File: config.mk
export PLATFORM = sky130hd
export DESIGN_NAME = lcd_wr_arbiter
export DESIGN_NICKNAME = d
export VERILOG_FILES = /design/src/rtl/lcd_wr_arbiter.sv
export SDC_FILE = /design/constraint.sdc
export NUM_CORES = 1
export LEC_CHECK = 0
export CELL_PAD_IN_SITES_DETAIL_PLACEMENT = 0
export CELL_PAD_IN_SITES_GLOBAL_PLACEMENT = 1
export CORE_ASPECT_RATIO = 0.6
export CORE_MARGIN = 4
export CORE_UTILIZATION = 30
export DETAILED_ROUTE_END_ITERATION = 6
export MAX_ROUTING_LAYER = met4
export PLACE_DENSITY_LB_ADDON = 0.1
export SYNTH_ARGS = -nofsm -noshare
export SYNTH_HDL_FRONTEND = slang
export SYNTH_SLANG_ARGS = --single-unit
export TNS_END_PERCENT = 100
File: constraint.sdc
create_clock -name sys_clk -period 3.1 [get_ports sys_clk]
set_input_delay 0.62 -clock sys_clk [delete_from_list [all_inputs] [get_ports sys_clk]]
set_output_delay 0.62 -clock sys_clk [all_outputs]
set_load 0.03 [all_outputs]
File: src/rtl/lcd_wr_arbiter.sv
// Sequences init -> picture/char draws onto the single LCD write engine, with a per-word watchdog.
// Mux/done routing is combinational; draws start two cycles after a request edge, and wr_done is the only backpressure.
module lcd_wr_arbiter #(
  parameter bit          AUTO_PIC       = 1'b1,
  parameter logic [23:0] TIMEOUT_CYCLES = 24'd5_000_000
) (
  input  logic       sys_clk,
  input  logic       sys_rst,
  input  logic [8:0] init_data,
  input  logic       init_en,
  input  logic       init_done,
  input  logic [8:0] pic_data,
  input  logic       pic_en,
  input  logic       pic_done,
  input  logic [8:0] char_data,
  input  logic       char_en,
  input  logic       char_done,
  input  logic       pic_req,
  input  logic       char_req,
  input  logic       wr_done,
  output logic [8:0] lcd_wr_data,
  output logic       lcd_wr_en,
  output logic       init_wr_done,
  output logic       pic_wr_done,
  output logic       char_wr_done,
  output logic       show_pic_flag,
  output logic       show_char_flag,
  output logic [1:0] grant,
  output logic       busy,
  output logic       timeout_err
);

  typedef enum logic [2:0] {
    S_INIT,
    S_IDLE,
    S_PIC_START,
    S_PIC,
    S_CHAR_START,
    S_CHAR
  } state_t;

  state_t      state;
  state_t      state_nxt;
  logic        pic_req_q;
  logic        char_req_q;
  logic        pend_pic;
  logic        pend_char;
  logic [23:0] wd_cnt;
  logic        in_draw;
  logic        wd_expire;
  logic        set_timeout;
  logic        set_auto_pic;
  logic        clr_pic;
  logic        clr_char;

  assign in_draw   = (state == S_PIC) || (state == S_CHAR);
  assign wd_expire = in_draw && !wr_done && (wd_cnt == TIMEOUT_CYCLES - 24'd1);

  always_comb begin
    state_nxt    = state;
    set_timeout  = 1'b0;
    set_auto_pic = 1'b0;
    clr_pic      = 1'b0;
    clr_char     = 1'b0;
    case (state)
      S_INIT: begin
        if (init_done) begin
          state_nxt    = S_IDLE;
          set_auto_pic = AUTO_PIC;
        end
      end
      S_IDLE: begin
        if (pend_pic) begin
          state_nxt = S_PIC_START;
        end else if (pend_char) begin
          state_nxt = S_CHAR_START;
        end
      end
      S_PIC_START: begin
        clr_pic   = 1'b1;
        state_nxt = S_PIC;
      end
      S_PIC: begin
        // A done arriving on the expiry cycle still counts as a clean finish.
        if (pic_done) begin
          state_nxt = S_IDLE;
        end else if (wd_expire) begin
          state_nxt   = S_IDLE;
          set_timeout = 1'b1;
        end
      end
      S_CHAR_START: begin
        clr_char  = 1'b1;
        state_nxt = S_CHAR;
      end
      S_CHAR: begin
        if (char_done) begin
          state_nxt = S_IDLE;
        end else if (wd_expire) begin
          state_nxt   = S_IDLE;
          set_timeout = 1'b1;
        end
      end
      default: state_nxt = S_INIT;
    endcase
  end

  always_ff @(posedge sys_clk) begin
    if (sys_rst) begin
      state       <= S_INIT;
      pic_req_q   <= 1'b0;
      char_req_q  <= 1'b0;
      pend_pic    <= 1'b0;
      pend_char   <= 1'b0;
      wd_cnt      <= 24'd0;
      timeout_err <= 1'b0;
    end else begin
      state       <= state_nxt;
      pic_req_q   <= pic_req;
      char_req_q  <= char_req;
      // New request edges override the clear issued by the start state.
      pend_pic    <= (pend_pic & ~clr_pic) | (pic_req & ~pic_req_q) | set_auto_pic;
      pend_char   <= (pend_char & ~clr_char) | (char_req & ~char_req_q);
      wd_cnt      <= (in_draw && !wr_done) ? wd_cnt + 24'd1 : 24'd0;
      timeout_err <= timeout_err | set_timeout;
    end
  end

  always_comb begin
    case (state)
      S_INIT:                grant = 2'd0;
      S_PIC_START, S_PIC:    grant = 2'd1;
      S_CHAR_START, S_CHAR:  grant = 2'd2;
      default:               grant = 2'd3;
    endcase
  end

  always_comb begin
    lcd_wr_data = 9'h000;
    lcd_wr_en   = 1'b0;
    case (grant)
      2'd0: begin
        lcd_wr_data = init_data;
        lcd_wr_en   = init_en;
      end
      2'd1: begin
        lcd_wr_data = pic_data;
        lcd_wr_en   = pic_en;
      end
      2'd2: begin
        lcd_wr_data = char_data;
        lcd_wr_en   = char_en;
      end
      default: begin
        lcd_wr_data = 9'h000;
        lcd_wr_en   = 1'b0;
      end
    endcase
  end

  assign init_wr_done   = wr_done && (grant == 2'd0);
  assign pic_wr_done    = wr_done && (grant == 2'd1);
  assign char_wr_done   = wr_done && (grant == 2'd2);
  assign show_pic_flag  = (state == S_PIC_START);
  assign show_char_flag = (state == S_CHAR_START);
  assign busy           = (state != S_IDLE);

endmodule
== Yosys cells after proc, flatten, opt, wreduce, memory -nomap -nowiden ==
Cells that the tools add are included.
Word-level totals
  output and inout bits: 19
  register bits after elaboration: 32
  input port bits: 38
  word-level logic and storage cells: 63
Cells by class
  bitwise operators: 13
  eq/ne operators: 11
  muxes and demuxes: 18
  reductions and logical operators: 13
  add/sub/neg operators: 1
Operators by type and width (count)
  $pmux W9 S3: 1
  $add A24 B1 Y24 const B: 1
  $eq A24 B23 Y1 const B: 1
  $mux W3: 6
  $pmux W3 S6: 1
  $mux W1: 7
  $eq A3 B2 Y1 const B: 2
  $eq A3 B3 Y1 const B: 2
  $pmux W2 S3: 1
  $reduce_or A2 Y1: 3
  $logic_and A1 B1 Y1: 5
  $not A1 Y1: 5
  $and A1 B1 Y1: 4
  $or A1 B1 Y1: 4
  $eq A3 B1 Y1 const B: 1
  $logic_not A3 Y1: 1
  $ne A3 B1 Y1 const B: 1
  $ne A3 B3 Y1 const B: 1
  $pmux W1 S3: 1
  $eq A2 B1 Y1 const B: 1
  $eq A2 B2 Y1 const B: 1
  $logic_not A2 Y1: 1
  $ne A2 B2 Y1 const B: 1
  $pmux W1 S2: 1
  other kinds (3): 3

== Longest topological paths before layout ==
Gate-level depths: netlist of the first run.
  depth in word-level cells: 8
  depth in mapped cells: 9
  mapped depth without buffers: 6

== Least setup slack after synthesis of the first run ==
No wires, ideal clock.
  kind: register -> output
  start point: register state[2]
  end point: output init_wr_done
  buffers on the path: 2
  setup slack: 0.212 ns
  stages on the path, launching flop included: 7
  arrival: 2.268 ns
  data required time: 2.480 ns
  cells stage by stage: dfxtp_1 clkbuf_1 inv_1 ha_1 clkbuf_1 or2_2 nor3b_1
Between the ends
  word-level cells in the longest chain between the ends: 5
  elaborated cells between the ends (all ways): 10
  classes of those cells: eq/ne: 4; mux: 1; reduce/logical: 5
RTL lines
  start, declared: line 42  | state_t state;
  start signal, assigned: line 118  | state <= state_nxt;
  $eq A3 B3 Y1 or $eq A3 B2 Y1 (tied branches): line 130  | case (state)
  $reduce_or A2 Y1: line 130
  $pmux W2 S3 *: line 130
  net grant[0]: line 28  | output logic [1:0] grant,
  $logic_not A2 Y1 *: line 161  | assign init_wr_done = wr_done && (grant == 2'd0);
  $logic_and A1 B1 Y1 *: line 161
  end, declared: line 23  | output logic init_wr_done,
The timed path passes the listed nets; every way through them passes the cells marked *.

== Worst setup path in the final report of the first run ==
  start point: register state[1]
  end point: output init_wr_done
Between the ends
  word-level cells in the longest chain between the ends: 5
  elaborated cells between the ends (all ways): 10
  classes of those cells: eq/ne: 4; mux: 1; reduce/logical: 5
RTL lines (line)
  $eq A3 B3 Y1 or $eq A3 B2 Y1 (tied branches): 130
  $reduce_or A2 Y1: 130
  $pmux W2 S3 *: 130
  $logic_not A2 Y1 *: 161
  $logic_and A1 B1 Y1 *: 161
Mark *: on every way between the ends. The rest lies on a longest branch, timed or not.

==> impl_metrics.yaml, run 1 <==
outcome:
  run_status: "finished clean"
detailed_routing:
  drtIter0Drc: 63
  num_vias: 1833
  dr_wl_met2_um: 2000
  wl_met3_um: 175
  drc: 0
  top_layer: "met4"
  wl_um: 5070
  post_drt_wl_per_cell_um: 13.7
  routedLengthMet1_um: 2870
  avgViaCountPerCell: 4.95
  final_antenna_net_count: 0
  dr.pass1.iters: 4
timing:
  finalSetupTns_ns: 0
  setup_viol: 0
  fin_skew_ns: 0.00418
  fin_crit_sh_pct: 92.7
  hold_viol: 0
  rsz0062_at_grt: "no"
  fin_crit_ns: 2.87
  worstMarginPinSlew_ns: 0.831
  drv_slew: 0
  fmax_mhz: 348
  maxSlewHeadroom_pct: 44.6
logic_synthesis:
  ys_warn_count: 0
  async_flop_share_pct: 0
  synthAdderAreaFrac_pct: 2.67
  synthMuxAreaShare_pct: 5.88
  synth-edff-count: 0
  synth_top_family_by_area: "simple AND/OR/NAND/NOR gates"
  synthSimpleGateAreaFrac_pct: 31.9
  yosysSeqAreaShare_pct: 34.2
  yosysUniqueCellTypes: 37
  synth_xor_area_share_pct: 5.14
  avgSynthCellArea_um2: 7.94
  ys.flop_type: "dfxtp_1"
  ys_ff_latch: 32
  synth_area_mm2: 0.00187
  postSynthCellCount: 236
  synth_compound_area_share_pct: 15.1
  syn_nets: 278
worst_setup_path:
  max_stage_delay_ns: 0.71
  cp_slowest_cell: "clkdlybuf4s50_1"
  crit_path_cell_trace: "inv_1 -> ha_2 -> o31a_1 -> or2_2 -> nor3b_1 -> clkdlybuf4s50_1"
  worstSetupPathType: "flop to output pin"
  critPathArrivalTime_ns: 2.25
  cp_max_fo: 4
  crit_path_end_kind: "output pin"
  crit_buf_inv: 2
  cp-start-kind: "flop"
  critPathTopFamily: "buffers and inverters"
  required_ns: 2.48
global_routing:
  antenna_found_initial: 0
  grt_max_degree: 24
  grt_pass1_vias: 1714
  grt_overflow: 0
  grt_pass1_wl_um: 8670
  track_usage_pct: 14.6
clock_tree:
  cts_resized: 0
  clock_path_buffers: 2
  cts_root_buf: "clkbuf_8"
  clk_pin_slew_worst_paths_ns: 0.06
  cts_setup_buffers: 0
  cts.sinks: 32
  cts_buffers: 5
  cts_tree: "yes"
  htreeDepth: 2
  hold_buffers: 0
  clk-insertion-delay-late_ns: 0.28
power:
  swShare_pct: 41.5
  leakagePower_nw: 0.868
  vdd_drop_max_v: 0.000456
  switching_power_w: 0.000720
  p_comb_share_pct: 54.8
  seqPwrFrac_pct: 26.4
  power_frac_clock_pct: 18.8
  power.internal_w: 0.00101
  power.density_mw_per_mm2: 670
floorplan:
  die_w_um: 110
  start_util_pct: 32.3
  die-area_mm2: 0.00761
  fp-row-count: 21
  ios: 57
  coreArea_mm2: 0.00581
  die_height_um: 69.2
cells_and_area:
  regArea_um2: 641
  diodes: 0
  multiInputGateArea_mm2: 0.00114
  nFillCells: 608
  area_growth_syn_to_layout_pct: 38.1
  layout-drive-gt1-share_pct: 7.93
  final_core_util_pct: 44.6
  nets: 331
hold_path:
  hp-class: "flop to flop"
job:
  drv_cap: 0
placed_design:
  dpl.hpwl_um: 3890
  routabilityCongestion: 0.746
  portBuffers: 56
==> metal layers <==
| layer | up-vias | track usage (%) |
|---|---|---|
| met5 | - | - |
| met4 | 0 | 2.07 |
| met3 | 2 | 4.28 |
| met2 | 34 | 18.7 |
| met1 | 844 | 22.5 |
| li1 | 953 | - |
==> logic make-up (layout without fill, tap and decap cells) <==
kind of cell | after synthesis | count (layout)
AND/OR/NAND/NOR | 108 | 108
AO/OA/AOI/OAI | 46 | 46
flip-flops | 32 | 32
buffers and inverters | 24 | 78
XOR/XNOR | 11 | 11
multiplexers | 11 | 11
adder cells (fa/ha/maj) | 4 | 4
==> placed cells by master (no fill, tap or decap), types with 8 or more instances in the layout <==
cell,count
a21oi_1,21
mux2i_1,11
buf_4,11
clkdlybuf4s50_1,50
nor2_1,35
nand2_1,11
or4_1,11
dfxtp_1,32
or3_1,8
inv_1,9
==> power groups by stage <==
stage	registers (W)	clock network (W)	logic [W]
final	0.000458	0.000326	0.000950
after global routing	0.000463	0.000358	0.00103
after CTS	0.000458	0.000335	0.000957
after detailed placement	0.000467	0	0.000954
after global placement	0.000469	0	0.000962
after floorplan	0.000449	0	0.000599
==> sequential cells by signal (all words and copies together), names as in the netlist <==
signal / flops
char_req_q: 1
pend_char: 1
pend_pic: 1
pic_req_q: 1
state: 3
timeout_err: 1
wd_cnt: 24
==> cell usage after synthesis (all sizes together) (6+ instances only) <==
library cell / n / area, um2
or4: 12 / 93.8
mux2i: 11 / 110
dfxtp: 32 / 641
and2: 7 / 43.8
clkbuf: 11 / 41.3
o21ai: 6 / 30.0
a21oi: 21 / 105
inv: 9 / 33.8
nand4: 7 / 43.8
nand3: 7 / 35.0
o31ai: 6 / 45.0
or3: 8 / 50.1
xor2: 7 / 61.3
nor2: 35 / 131
nand2: 11 / 41.3
==> final timing paths <==
path | from | endpoint | slack [ns] | cells after the start
max | state[1] | init_wr_done | 0.23 | 6
min | wd_cnt[0] | wd_cnt[0] | 0.45 | 1
max reg2reg | wd_cnt[2] | wd_cnt[21] | 0.99 | 4
min reg2reg | wd_cnt[0] | wd_cnt[0] | 0.45 | 1
==> metrics by stage <==
stage                     hold slack, ns  power, W  instance area, um2  cells  worst slack (ns)
after detailed placement           0.431   0.00142                2490    362             0.366
after global routing               0.459   0.00185                2590    370            0.0798
final                              0.448   0.00173                2590    370             0.226
after global placement             0.427   0.00143                2490    362             0.378
after CTS                          0.444   0.00175                2580    370             0.186
after floorplan                    0.413   0.00105                1870    236             0.212
==> final cells by class <==
class / instances / area share (%)
Tap cell: 80 / 3.87
Inverter: 9 / 1.31
Timing Repair Buffer: 61 / 22.5
Sequential cell: 32 / 24.8
Multi-Input combinational cell: 180 / 44.1
Clock buffer: 8 / 3.48
Power figures use the tool's default switching activity.
==> inputs of run 2 (changes only) <==
--- a/config.mk
+++ b/config.mk
@@ -10,9 +10,11 @@
 export CORE_ASPECT_RATIO = 0.6
 export CORE_MARGIN = 4
 export CORE_UTILIZATION = 30
+export CTS_BUF_LIST = sky130_fd_sc_hd__clkbuf_16
 export DETAILED_ROUTE_END_ITERATION = 6
 export MAX_ROUTING_LAYER = met4
 export PLACE_DENSITY_LB_ADDON = 0.1
+export RECOVER_POWER = 100
 export SYNTH_ARGS = -nofsm -noshare
 export SYNTH_HDL_FRONTEND = slang
 export SYNTH_SLANG_ARGS = --single-unit
==> run 2 against run 1 <==
Net effect:
- sequential power about the same
- routed wire length rose by 0.22%
- first-iteration DRC count is 11% lower
- critical path type unchanged
- critical endpoint unchanged
- highest routed layer unchanged
==> impl_metrics.yaml, run 2 (synthesized netlist as in run 1, its figures left out) <==
floorplan:
  die_height_um: 69.2
  coreArea_mm2: 0.00581
  start_util_pct: 32.3
  die_w_um: 110
  die-area_mm2: 0.00761
  ios: 57
  fp-row-count: 21
detailed_routing:
  final_antenna_net_count: 0
  wl_um: 5080
  drc: 0
  drtIter0Drc: 56
  num_vias: 1798
  post_drt_wl_per_cell_um: 13.7
  dr.pass1.iters: 4
  avgViaCountPerCell: 4.86
clock_tree:
  cts_buffers: 5
  htreeDepth: 2
  cts_resized: 0
  clock_path_buffers: 2
  cts_root_buf: "clkbuf_16"
  cts_setup_buffers: 0
  clk_pin_slew_worst_paths_ns: 0.05
  cts_tree: "yes"
  clk-insertion-delay-late_ns: 0.27
  hold_buffers: 0
  cts.sinks: 32
cells_and_area:
  final_cell_mix: "clkdlybuf4s50_1, nor2_1, dfxtp_1, a21oi_1"
  layout-drive-gt1-share_pct: 6.55
  fin_cells: 370
  nets: 331
  reg.largest.list: "wd_cnt x24, state x3"
  final_common_cell: "clkdlybuf4s50_1"
  largest_register_ffs: 24
  nFillCells: 601
  diodes: 0
  final_cell_area_mm2: 0.00260
  largest_register: "wd_cnt"
  area_growth_syn_to_layout_pct: 38.9
worst_setup_path:
  required_ns: 2.48
  r2r_start: "wd_cnt[15]"
  crit_path_end_kind: "output pin"
  critPathArrivalTime_ns: 2.29
  r2r-end: "state[1]"
  worstSetupPathType: "flop to output pin"
  cp-start-kind: "flop"
  cp_max_fo: 4
  reg2regPathDepth: 4
  rrSetupSlack_ns: 0.83
hold_path:
  hp-class: "flop to flop"
  whs_path_depth: 1
  hp-start: "wd_cnt[0]"
  holdPathEnd: "wd_cnt[0]"
job:
  drv_cap: 0
power:
  leakagePower_nw: 0.906
  power.density_mw_per_mm2: 696
  vdd_drop_max_v: 0.000438
timing:
  rsz0062_at_grt: "no"
  whs_ns: 0.444
  finalSetupTns_ns: 0
  worstMarginPinSlew_ns: 0.828
  fin_crit_sh_pct: 93.8
  fin_crit_ns: 2.91
  timing.final.ws_setup_ns: 0.193
  hold_viol: 0
  fmax_mhz: 344
  setup_viol: 0
  drv_slew: 0
  maxSlewHeadroom_pct: 44.8
  fin_skew_ns: 0.00446
placed_design:
  dpl_cell_area_mm2: 0.00249
  routabilityCongestion: 0.746
  portBuffers: 56
  dp_cells: 362
  pre_cts_ws_ns: 0.366
  dpl.hpwl_um: 3890
global_routing:
  antenna_found_initial: 0
  grt_pass1_wl_um: 8760
  grt_max_degree: 24
  grt_pass1_vias: 1711
  grt_overflow: 0
  track_usage_pct: 14.6
outcome:
  run_status: "finished clean"
==> run 2: changes by cell type in the layout (fill, tap and decap cells not counted), sizes merged <==
cell,change
buf,-5
clkbuf,+2
dlygate4sd3,+11
clkdlybuf4s50,-11
clkinv,+1
inv,+2
==> run 2: worst max-delay path, stage by stage (launching register included) <==
cell and delay (ns):
dfxtp_1 0.32, inv_1 0.07, ha_1 0.29, o31a_1 0.11, or2_2 0.30, nor3b_1 0.16, dlygate4sd3_1 0.77
==> run 2: area by class of cell <==
type                    count  area, um2  share of cell area, %
flip-flops and latches     32        641                   24.6
clock buffers               5        125                   4.81
inverters                   9       33.8                   1.30
well taps                  80        100                   3.85
repair buffers             61        569                   21.9
clock inverters             3       11.3                  0.433
multi-input cells         180       1120                   43.1
==> run 2: layer usage <==
layer  up-vias  track usage (%)  part of all wire (%)  wire (um)
met5         -                -                     0          0
met4         0             2.07                  0.16          8
met3         2             3.72                   2.3        118
met2        22             18.9                    40       2030
met1       824             22.7                    57       2920
li1        950                -                     -          -
==> run 2: worst max-delay path by stage <==
| stage | from | endpoint | slack, ns |
|---|---|---|---|
| after floorplan | state[2] | init_wr_done | 0.21 |
| after global placement | char_data[1] | lcd_wr_data[1] | 0.38 |
| after detailed placement | init_data[1] | lcd_wr_data[1] | 0.37 |
| after CTS | state[1] | lcd_wr_data[1] | 0.20 |
| after global routing | state[1] | lcd_wr_data[1] | 0.004 |
| final | state[1] | init_wr_done | 0.19 |
==> run 2: power by group <==
group          switching, W  internal, W  total, W
registers         0.0000284     0.000430  0.000459
logic              0.000543     0.000359  0.000902
clock network      0.000164     0.000288  0.000452
==> run 2: metrics by stage <==
stage | util (%) | total power (W)
detailed placement | 43.0 | 0.00142
CTS | 45.3 | 0.00188
finish | 44.8 | 0.00181
global route | 44.8 | 0.00193
floorplan | - | 0.00105
global placement | 43.0 | 0.00143
